[src/rtl/pc_gen_pkg.sv]
// Shared encodings and default addresses for the PC generator.
// Included by npc_calc and pc_gen via import pc_gen_pkg::*.
package pc_gen_pkg;

    typedef enum logic [2:0] {
        NPC_PLUS4  = 3'd0,
        NPC_BRANCH = 3'd1,
        NPC_JUMP   = 3'd2,
        NPC_RS     = 3'd3,
        NPC_ERET   = 3'd4
    } npc_op_e;

    typedef enum logic {
        ST_RUN  = 1'b0,
        ST_HALT = 1'b1
    } state_e;

    localparam logic [31:0] DEF_RESET_PC   = 32'h0000_3000;
    localparam logic [31:0] DEF_EXC_VECTOR = 32'h0000_4180;

endpackage

[src/rtl/pc_gen_npc_calc.sv]
// Combinational next-PC target mux (PLUS4/BRANCH/JUMP/RS/ERET).
// Ops 5..7 fall back to PLUS4.
module npc_calc
    import pc_gen_pkg::*;
#(
    parameter int AW = 32
) (
    input  logic [AW-1:0] i_pc,
    input  logic [2:0]    i_npc_op,
    input  logic [25:0]   i_imm,
    input  logic [AW-3:0] i_rs_hi,
    input  logic [AW-1:0] i_epc,
    output logic [AW-1:0] o_pc_plus4,
    output logic [AW-1:0] o_npc
);

    logic [AW-1:0] w_br_off;

    assign o_pc_plus4 = i_pc + AW'(4);
    assign w_br_off   = {{(AW-18){i_imm[15]}}, i_imm[15:0], 2'b00};

    always_comb begin
        o_npc = o_pc_plus4;
        case (i_npc_op)
            NPC_BRANCH: o_npc = o_pc_plus4 + w_br_off;
            NPC_JUMP:   o_npc = {o_pc_plus4[AW-1:28], i_imm, 2'b00};
            NPC_RS:     o_npc = {i_rs_hi, 2'b00};
            NPC_ERET:   o_npc = i_epc;
            default:    o_npc = o_pc_plus4;
        endcase
    end

endmodule

[src/rtl/pc_gen.sv]
// PC register, EPC, halt/resume FSM and retired counter.
// Optional misaligned-RS trap: define NPC_ALIGN_CHK_EN.
module pc_gen
    import pc_gen_pkg::*;
#(
    parameter int          AW         = 32,
    parameter logic [31:0] RESET_PC   = DEF_RESET_PC,
    parameter logic [31:0] EXC_VECTOR = DEF_EXC_VECTOR,
    parameter int          CNT_W      = 32
) (
    input  logic             i_clk,
    input  logic             i_rst,
    input  logic             i_stall,
    input  logic [2:0]       i_npc_op,
    input  logic [25:0]      i_imm,
    input  logic [AW-1:0]    i_rs,
    input  logic             i_exc_req,
    input  logic             i_halt_req,
    input  logic             i_resume,
    output logic [AW-1:0]    o_pc,
    output logic [AW-1:0]    o_pc_plus4,
    output logic [AW-1:0]    o_epc,
    output logic             o_halted,
    output logic [CNT_W-1:0] o_retired,
    output logic             o_align_exc
);

    localparam logic [AW-1:0] P_RST_PC = RESET_PC[AW-1:0];
    localparam logic [AW-1:0] P_EXC_PC = EXC_VECTOR[AW-1:0];

    state_e           r_state;
    state_e           w_state_nxt;
    logic [AW-1:0]    r_pc;
    logic [AW-1:0]    r_epc;
    logic [CNT_W-1:0] r_retired;
    logic             r_align;

    logic [AW-1:0]    w_pc_nxt;
    logic [AW-1:0]    w_epc_nxt;
    logic [CNT_W-1:0] w_ret_nxt;
    logic             w_align_nxt;
    logic [AW-1:0]    w_npc;
    logic             w_misalign;
    logic             w_align_hit;
    logic             w_take_exc;

    npc_calc #(.AW(AW)) u_npc_calc (
        .i_pc       (r_pc),
        .i_npc_op   (i_npc_op),
        .i_imm      (i_imm),
        .i_rs_hi    (i_rs[AW-1:2]),
        .i_epc      (r_epc),
        .o_pc_plus4 (o_pc_plus4),
        .o_npc      (w_npc)
    );

`ifdef NPC_ALIGN_CHK_EN
    assign w_misalign = (i_npc_op == NPC_RS) && (i_rs[1:0] != 2'b00);
`else
    logic [1:0] w_unused_rs;
    assign w_unused_rs = i_rs[1:0];
    assign w_misalign  = 1'b0;
`endif

    // The trap sits at npc_op priority: halt, halt_req and stall mask it.
    assign w_align_hit = (r_state == ST_RUN) && !i_halt_req
                      && !i_stall && w_misalign;
    assign w_take_exc  = i_exc_req || w_align_hit;

    always_comb begin
        w_state_nxt = r_state;
        w_pc_nxt    = r_pc;
        w_epc_nxt   = r_epc;
        w_ret_nxt   = r_retired;
        w_align_nxt = 1'b0;
        if (w_take_exc) begin
            w_state_nxt = ST_RUN;
            w_epc_nxt   = r_pc;
            w_pc_nxt    = P_EXC_PC;
            w_ret_nxt   = r_retired + CNT_W'(1);
            w_align_nxt = w_align_hit;
        end else if (r_state == ST_HALT) begin
            if (i_resume) begin
                w_state_nxt = ST_RUN;
            end
        end else if (i_halt_req) begin
            w_state_nxt = ST_HALT;
        end else if (!i_stall) begin
            w_pc_nxt  = w_npc;
            w_ret_nxt = r_retired + CNT_W'(1);
        end
    end

    always_ff @(posedge i_clk) begin
        if (i_rst) begin
            r_state   <= ST_RUN;
            r_pc      <= P_RST_PC;
            r_epc     <= '0;
            r_retired <= '0;
            r_align   <= 1'b0;
        end else begin
            r_state   <= w_state_nxt;
            r_pc      <= w_pc_nxt;
            r_epc     <= w_epc_nxt;
            r_retired <= w_ret_nxt;
            r_align   <= w_align_nxt;
        end
    end

    assign o_pc        = r_pc;
    assign o_epc       = r_epc;
    assign o_halted    = (r_state == ST_HALT);
    assign o_retired   = r_retired;
    assign o_align_exc = r_align;

endmodule

[config.mk]
export PLATFORM = sky130hd
export DESIGN_NAME = pc_gen
export DESIGN_NICKNAME = d
export VERILOG_FILES = /design/src/rtl/pc_gen_pkg.sv /design/src/rtl/pc_gen_npc_calc.sv /design/src/rtl/pc_gen.sv
export SDC_FILE = /design/constraint.sdc
export NUM_CORES = 1
export LEC_CHECK = 0
export CAP_MARGIN = 0
export CORE_MARGIN = 3
export CORE_UTILIZATION = 54
export DETAILED_ROUTE_END_ITERATION = 10
export GPL_TIMING_DRIVEN = 1
export PLACE_DENSITY = 0.88
export SLEW_MARGIN = 15
export SYNTH_ARGS = -nofsm -noshare
export SYNTH_HDL_FRONTEND = slang
export SYNTH_HIERARCHICAL = 1
export SYNTH_SLANG_ARGS = --single-unit
export TNS_END_PERCENT = 10
[constraint.sdc]
create_clock -name i_clk -period 6.3 [get_ports i_clk]
set_input_delay 1.26 -clock i_clk [delete_from_list [all_inputs] [get_ports i_clk]]
set_output_delay 1.26 -clock i_clk [all_outputs]
set_load 0.01 [all_outputs]
# Word level (Yosys, flattened, before mapping)
# Index checks and enable logic that the tools add are counted.
dict set report op_classes {
  n_shift 0
  n_mul 0
  order_cmp 0
  div_mod_pow 0
  add_sub_neg 3
  n_reduce_logical 3
  bitwise 3
  mux 12
  n_eq_ne 7
}
# op count
set op_table {}
lappend op_table {{two-way mux 32 bit} 4}
lappend op_table {{case mux 32 bit (4 select lines)} 1}
lappend op_table {{two-way mux 15 bit} 4}
lappend op_table {{adder 32 x 1 -> 32 bit (second input constant)} 1}
lappend op_table {{adder 32 x 3 -> 32 bit (second input constant)} 1}
lappend op_table {{adder 32 bit} 1}
lappend op_table {{equality test 3 x 2 -> 1 bit (second input constant)} 2}
lappend op_table {{AND reduction 3 bit} 2}
lappend op_table {{!= test 2 bit (second input constant)} 2}
lappend op_table {{equality test 3 x 1 -> 1 bit (second input constant)} 1}
lappend op_table {{equality test 3 bit (second input constant)} 1}
lappend op_table {{two-way mux 1 bit} 3}
lappend op_table {{NOT 1 bit} 3}
lappend op_table {{!= test 2 x 1 -> 1 bit (second input constant)} 1}
lappend op_table {{OR reduction 2 bit} 1}
dict set report totals {
  elab_cells 33
  n_memories 0
  rom_bits 0
  regBits 97
  latch_bits 0
  ramBits 0
  output_inout_bits 130
}

# Logic depth before layout (Yosys ltp)
dict set report logic_depth {
  depth_word 7
  ltp_mapped 17
  depth_no_buf 17
}

# Hierarchy
# The synthesis kept the hierarchy.
# module n_inst seq_area_each_um2 area_each_um2 cells_each
set by_module_without_submodules {}
lappend by_module_without_submodules {pc_gen 1 1941.9 3928.8 440}
lappend by_module_without_submodules {npc_calc 1 0.0 3357.0 498}

# Least setup slack after synthesis
# No wires, ideal clock.
dict set report synth_timing {
  path_kind {reg-to-reg}
  startpoint {register r_pc[2] (netlist: o_pc[2])}
  endpoint {register r_pc[31] (netlist: o_pc[31])}
  path_stages_with_launch 18
  setup_time_ns 0.132
  synth_period_minus_slack_ns 3.846
  path_buffers 0
  slack_ns 2.454
  required_ns 6.168
  arrival_ns 3.714
  path_cell_list {dfxtp_1 > ha_1 > nand4_1 > nor2_1 > and4_2 > nand3_1 > xnor2_1 > ha_1 > a21oi_1 > o211ai_1 > a211oi_1 > o21ai_0 > o31ai_2 > a21oi_1 > mux2i_1 > a311o_2 > nand2_1 > a21oi_1}
}
dict set report synth_between {
  elab_chain_len 3
}
# item line_no
set synth_lines {}
lappend synth_lines {{start: declaration} pc_gen.sv:33} ;# logic [AW-1:0] r_pc;
lappend synth_lines {{start signal: assignment} pc_gen.sv:103} ;# r_pc <= w_pc_nxt;
lappend synth_lines {{adder 32 x 3 -> 32 bit} pc_gen_npc_calc.sv:19} ;# assign o_pc_plus4 = i_pc + AW'(4);
lappend synth_lines {{net o_pc_plus4[16]} pc_gen.sv:21} ;# output logic [AW-1:0] o_pc_plus4,
lappend synth_lines {{adder 32 bit} pc_gen_npc_calc.sv:25} ;# NPC_BRANCH: o_npc = o_pc_plus4 + w_br_off;
lappend synth_lines {{case mux 32 bit (4 select lines)} pc_gen_npc_calc.sv:24} ;# case (i_npc_op)
lappend synth_lines {{net w_npc[31]} pc_gen.sv:42} ;# logic [AW-1:0] w_npc;
# The timed path passes the listed nets, and every way through them passes these cells.
# A chain may end at the register's enable or synchronous reset.

# Worst setup path in the final report
dict set report layout_timing {
  startpoint {register r_pc[2] (netlist: o_pc[2])}
  endpoint {register r_pc[29] (netlist: o_pc[29])}
}
dict set report layout_between {
  elab_chain_len 3
}
# item line_no
set layout_lines {}
lappend layout_lines {{adder 32 x 3 -> 32 bit *} pc_gen_npc_calc.sv:19}
lappend layout_lines {{adder 32 bit} pc_gen_npc_calc.sv:25}
lappend layout_lines {{case mux 32 bit (4 select lines) *} pc_gen_npc_calc.sv:24}
lappend layout_lines {{net w_npc[29]} pc_gen.sv:42}
# The timed path passes the listed nets; every way through them passes the cells marked *.

==> results_dict.tcl <==
set metrics [dict create \
    final-max-slew-violation-count 0 \
    outcome "completed" \
    syn_avg_cell_area_um2 7.77 \
    cts-htree-levels 3 \
    drive_gt1_frac 0.0606 \
    setup.worst_path.end_class "flip-flop" \
    synthFlopType "sky130_fd_sc_hd__dfxtp_1" \
    count_of_instances_resized_after_the_clock_tree_is_built 0 \
    vdd.ir_drop.worst_mv 0.103 \
    drt_iter0_markers 845 \
    clk_path_buf_depth 2 \
    cts.sink_count 97 \
    final_antenna_diode_count 0 \
    start_kind "flip-flop" \
    ys_seq_elements 97 \
    detailedRoute.firstPassIterationCount 5 \
    pin_count_of_the_biggest_net_entering_global_routing 78 \
    grt_setup_unrepaired "false" \
    ys_warn_count 6 \
    worst-setup-path-type "flip-flop to flip-flop" \
    finalHoldViolations 0 \
    finalPower_mw 1.56 \
    cts_root_buffer "sky130_fd_sc_hd__clkbuf_16" \
    worst_hold_slack_ps 512 \
    initial_core_util 0.564 \
    worstMarginPinSlew_ps 1160 \
    number_of_flops_mapped_to_enable_cells_by_yosys 0 \
    core.rowCount 41 \
    wire_length_of_the_first_global_routing_pass_um 38200 \
    period_minus_slack_ps 4690 \
    pwr_density_cell_nw_per_um2 162 \
    min-delay-path-class "flip-flop to flip-flop" \
    clk_pin_slew_ps 80 \
    async_reset_ff_frac 0 \
    timing.critical_path.cells "ha_1 -> nand4_1 -> nor2_1 -> and4_2 -> nand3_1 -> xnor2_1 -> ha_1 -> a21oi_1 -> o211ai_1 -> a211oi_1 -> o21ai_0 -> o31ai_2 -> a21boi_0 -> o21a_1 -> o31ai_1 -> nand2_1 -> a21oi_1" \
    number_of_standard_cells_after_synthesis 938 \
    critical-path-slowest-cell "sky130_fd_sc_hd__nor2_1" \
    total_number_of_vias 8030 \
    total_leakage_power_nw 3.59 \
    wp_data_arrival_ps 4970 \
    critical-path-max-stage-delay_ps 560 \
    cts_post_setup_buffers_inserted 0 \
    synth.cell_area_um2 7290 \
    yosysSeqAreaShare 0.267 \
    finalNetCount 1205 \
    max_freq_ghz 0.213 \
    period_share 0.744 \
    floorplan.die.width_um 122 \
    grt_use_total 0.321 \
    numCtsBuffers 9 \
    grt_antenna_before_repair 0 \
    gp_congestion 0.954 \
    post_dr_wirelength_cell_um 19.1 \
    design_area_um2 9580 \
    mappedNetlistNets 1043 \
    finClkSkew_ps 11.3 \
    area.growth.synth_to_final_pct 31.5 \
    tritoncts "yes" \
    critical_path_data_required_time_ps 6580 \
    synth_cell_type_count 77 \
    first_global_vias 7486 \
    placed_area_um2 9280 \
    maxSlewHeadroom 0.222 \
    fin_setup_tns_ps 0 \
    grt_remaining_overflow 0 \
    hold_buffers 0 \
    route.detailed.vias_per_inst 6.29 \
    floorplan.die_area_um2 14900 \
    dp.final_hpwl_um 17400 \
    post-route-drc-count 0 \
    ios 197 \
    path_max_fanout 8 \
    portBuffers 193 \
    drv.max_cap_violation_count 0 \
    placeableCoreArea_um2 12900 \
    insertion_delay_ps 360 \
    finalSetupViolCount 0 \
    wirelength_um 24400 \
    detail-route-antenna-nets 0 \
    chipHeight_um 122 \
]
## layout by cell type, fill, tap and decap left out, drive strengths merged, types with 7 or more instances in the layout
master	instances
clkbuf	9
inv	23
ha	37
dfxtp	97
a31oi	7
buf	11
o21ai	50
xor2	28
o22ai	19
a211oi	7
or3	11
o31ai	10
nor2b	27
mux2i	42
or4	12
a21o	8
a22o	8
mux2	9
a221oi	8
xnor2	26
o21a	16
a21oi	80
clkdlybuf4s50	191
nand4	24
nand3	22
nand2	126
nor2	88
nor3	10
and3	9
## per-layer routing
metal | track usage | wire (um) | up-vias
met4 | 0.100 | 555 | 0
met5 | 0 | 0 | -
li1 | - | - | 3744
met2 | 0.536 | 11200 | 487
met1 | 0.417 | 9790 | 3747
met3 | 0.0687 | 2830 | 52
## state kept, by name, indices dropped and copies added, names as in the netlist
name / cells
o_epc: 32
o_halted: 1
o_pc: 32
o_retired: 32
## final cells by class
type / count / area, um^2
fillers: 1019 / 3350
inverters: 18 / 67.6
clock inverters: 7 / 76.3
repair buffers: 202 / 1990
multi-input cells: 772 / 5070
well taps: 172 / 215
flip-flops and latches: 97 / 1940
clock buffers: 9 / 225
## critical path, delay by kind of cell (launching register included)
| kind | cells | cell delay [ps] |
|---|---|---|
| AOI/OAI and AO/OA | 9 | 1840 |
| and+or+nand+nor | 5 | 1270 |
| adders and majority gates | 2 | 620 |
| DFF | 1 | 480 |
| xor gates and xnor gates | 1 | 390 |
## cell families (layout without fill, tap and decap cells)
group | Yosys count | in the layout | synth area share
buf+inv | 69 | 236 | 0.0390
compound gates | 260 | 260 | 0.234
simple gates | 366 | 366 | 0.250
other cells | 1 | 1 | 0.000515
xor+xnor | 54 | 54 | 0.0659
mux | 53 | 53 | 0.0778
fa+ha+maj | 38 | 38 | 0.0663
flops | 97 | 97 | 0.267
## path summary, 6_finish.rpt
check,slack (ps),depth (start not counted),end,from
hold reg to reg,510,2,o_retired[27],o_retired[27]
setup reg to reg,1610,17,o_pc[29],o_pc[2]
setup / recovery,1610,17,o_pc[29],o_pc[2]
hold / removal,510,2,o_retired[27],o_retired[27]
## stage by stage
step | util | instances | worst slack, ps
floorplan | - | 938 | 2450
global placement | 0.718 | 1261 | 1520
detailed placement | 0.718 | 1261 | 1420
CTS | 0.741 | 1277 | 1720
global route | 0.741 | 1277 | 1210
finish | 0.741 | 1277 | 1610
## cell usage after synthesis (3+ instances only)
library cell | number | area (um^2)
sky130_fd_sc_hd__nand2_1 | 126 | 473
sky130_fd_sc_hd__dfxtp_1 | 97 | 1940
sky130_fd_sc_hd__nor2_1 | 88 | 330
sky130_fd_sc_hd__a21oi_1 | 80 | 400
sky130_fd_sc_hd__o21ai_0 | 48 | 240
sky130_fd_sc_hd__mux2i_1 | 42 | 420
sky130_fd_sc_hd__clkbuf_1 | 37 | 139
sky130_fd_sc_hd__ha_1 | 37 | 463
sky130_fd_sc_hd__xor2_1 | 28 | 245
sky130_fd_sc_hd__nor2b_1 | 27 | 169
sky130_fd_sc_hd__xnor2_1 | 25 | 219
sky130_fd_sc_hd__nand3_1 | 22 | 110
sky130_fd_sc_hd__nand4_1 | 21 | 131
sky130_fd_sc_hd__o22ai_1 | 19 | 119
sky130_fd_sc_hd__inv_1 | 18 | 67.6
sky130_fd_sc_hd__o21a_1 | 16 | 120
sky130_fd_sc_hd__or4_1 | 12 | 90.1
sky130_fd_sc_hd__mux2_2 | 9 | 101
sky130_fd_sc_hd__nor3_1 | 9 | 45.0
sky130_fd_sc_hd__o31ai_1 | 9 | 67.6
sky130_fd_sc_hd__a21o_1 | 8 | 60.1
sky130_fd_sc_hd__a221oi_1 | 8 | 70.1
sky130_fd_sc_hd__a22o_1 | 8 | 70.1
sky130_fd_sc_hd__or3_1 | 8 | 50.1
sky130_fd_sc_hd__a211oi_1 | 7 | 52.6
sky130_fd_sc_hd__a31oi_1 | 7 | 43.8
sky130_fd_sc_hd__and3_1 | 7 | 43.8
sky130_fd_sc_hd__a2bb2oi_1 | 6 | 52.6
sky130_fd_sc_hd__nand2b_1 | 6 | 37.5
sky130_fd_sc_hd__o211ai_1 | 6 | 45.0
sky130_fd_sc_hd__and2_1 | 5 | 31.3
sky130_fd_sc_hd__buf_1 | 5 | 18.8
sky130_fd_sc_hd__buf_2 | 5 | 25.0
sky130_fd_sc_hd__o2111ai_1 | 5 | 43.8
sky130_fd_sc_hd__o21bai_1 | 5 | 37.5
sky130_fd_sc_hd__or2_2 | 5 | 31.3
sky130_fd_sc_hd__nand3b_1 | 4 | 30.0
sky130_fd_sc_hd__nor4_1 | 4 | 25.0
sky130_fd_sc_hd__and4_1 | 3 | 26.3
sky130_fd_sc_hd__buf_4 | 3 | 22.5
sky130_fd_sc_hd__nand4_2 | 3 | 37.5
sky130_fd_sc_hd__nor3b_1 | 3 | 22.5
## report_power, final
group	leakage, nW	switching (mW)	internal, mW
clock network	0.149	0.279	0.284
registers	0.785	0.0183	0.624
logic	2.66	0.191	0.160
Power figures use the tool's default switching activity.
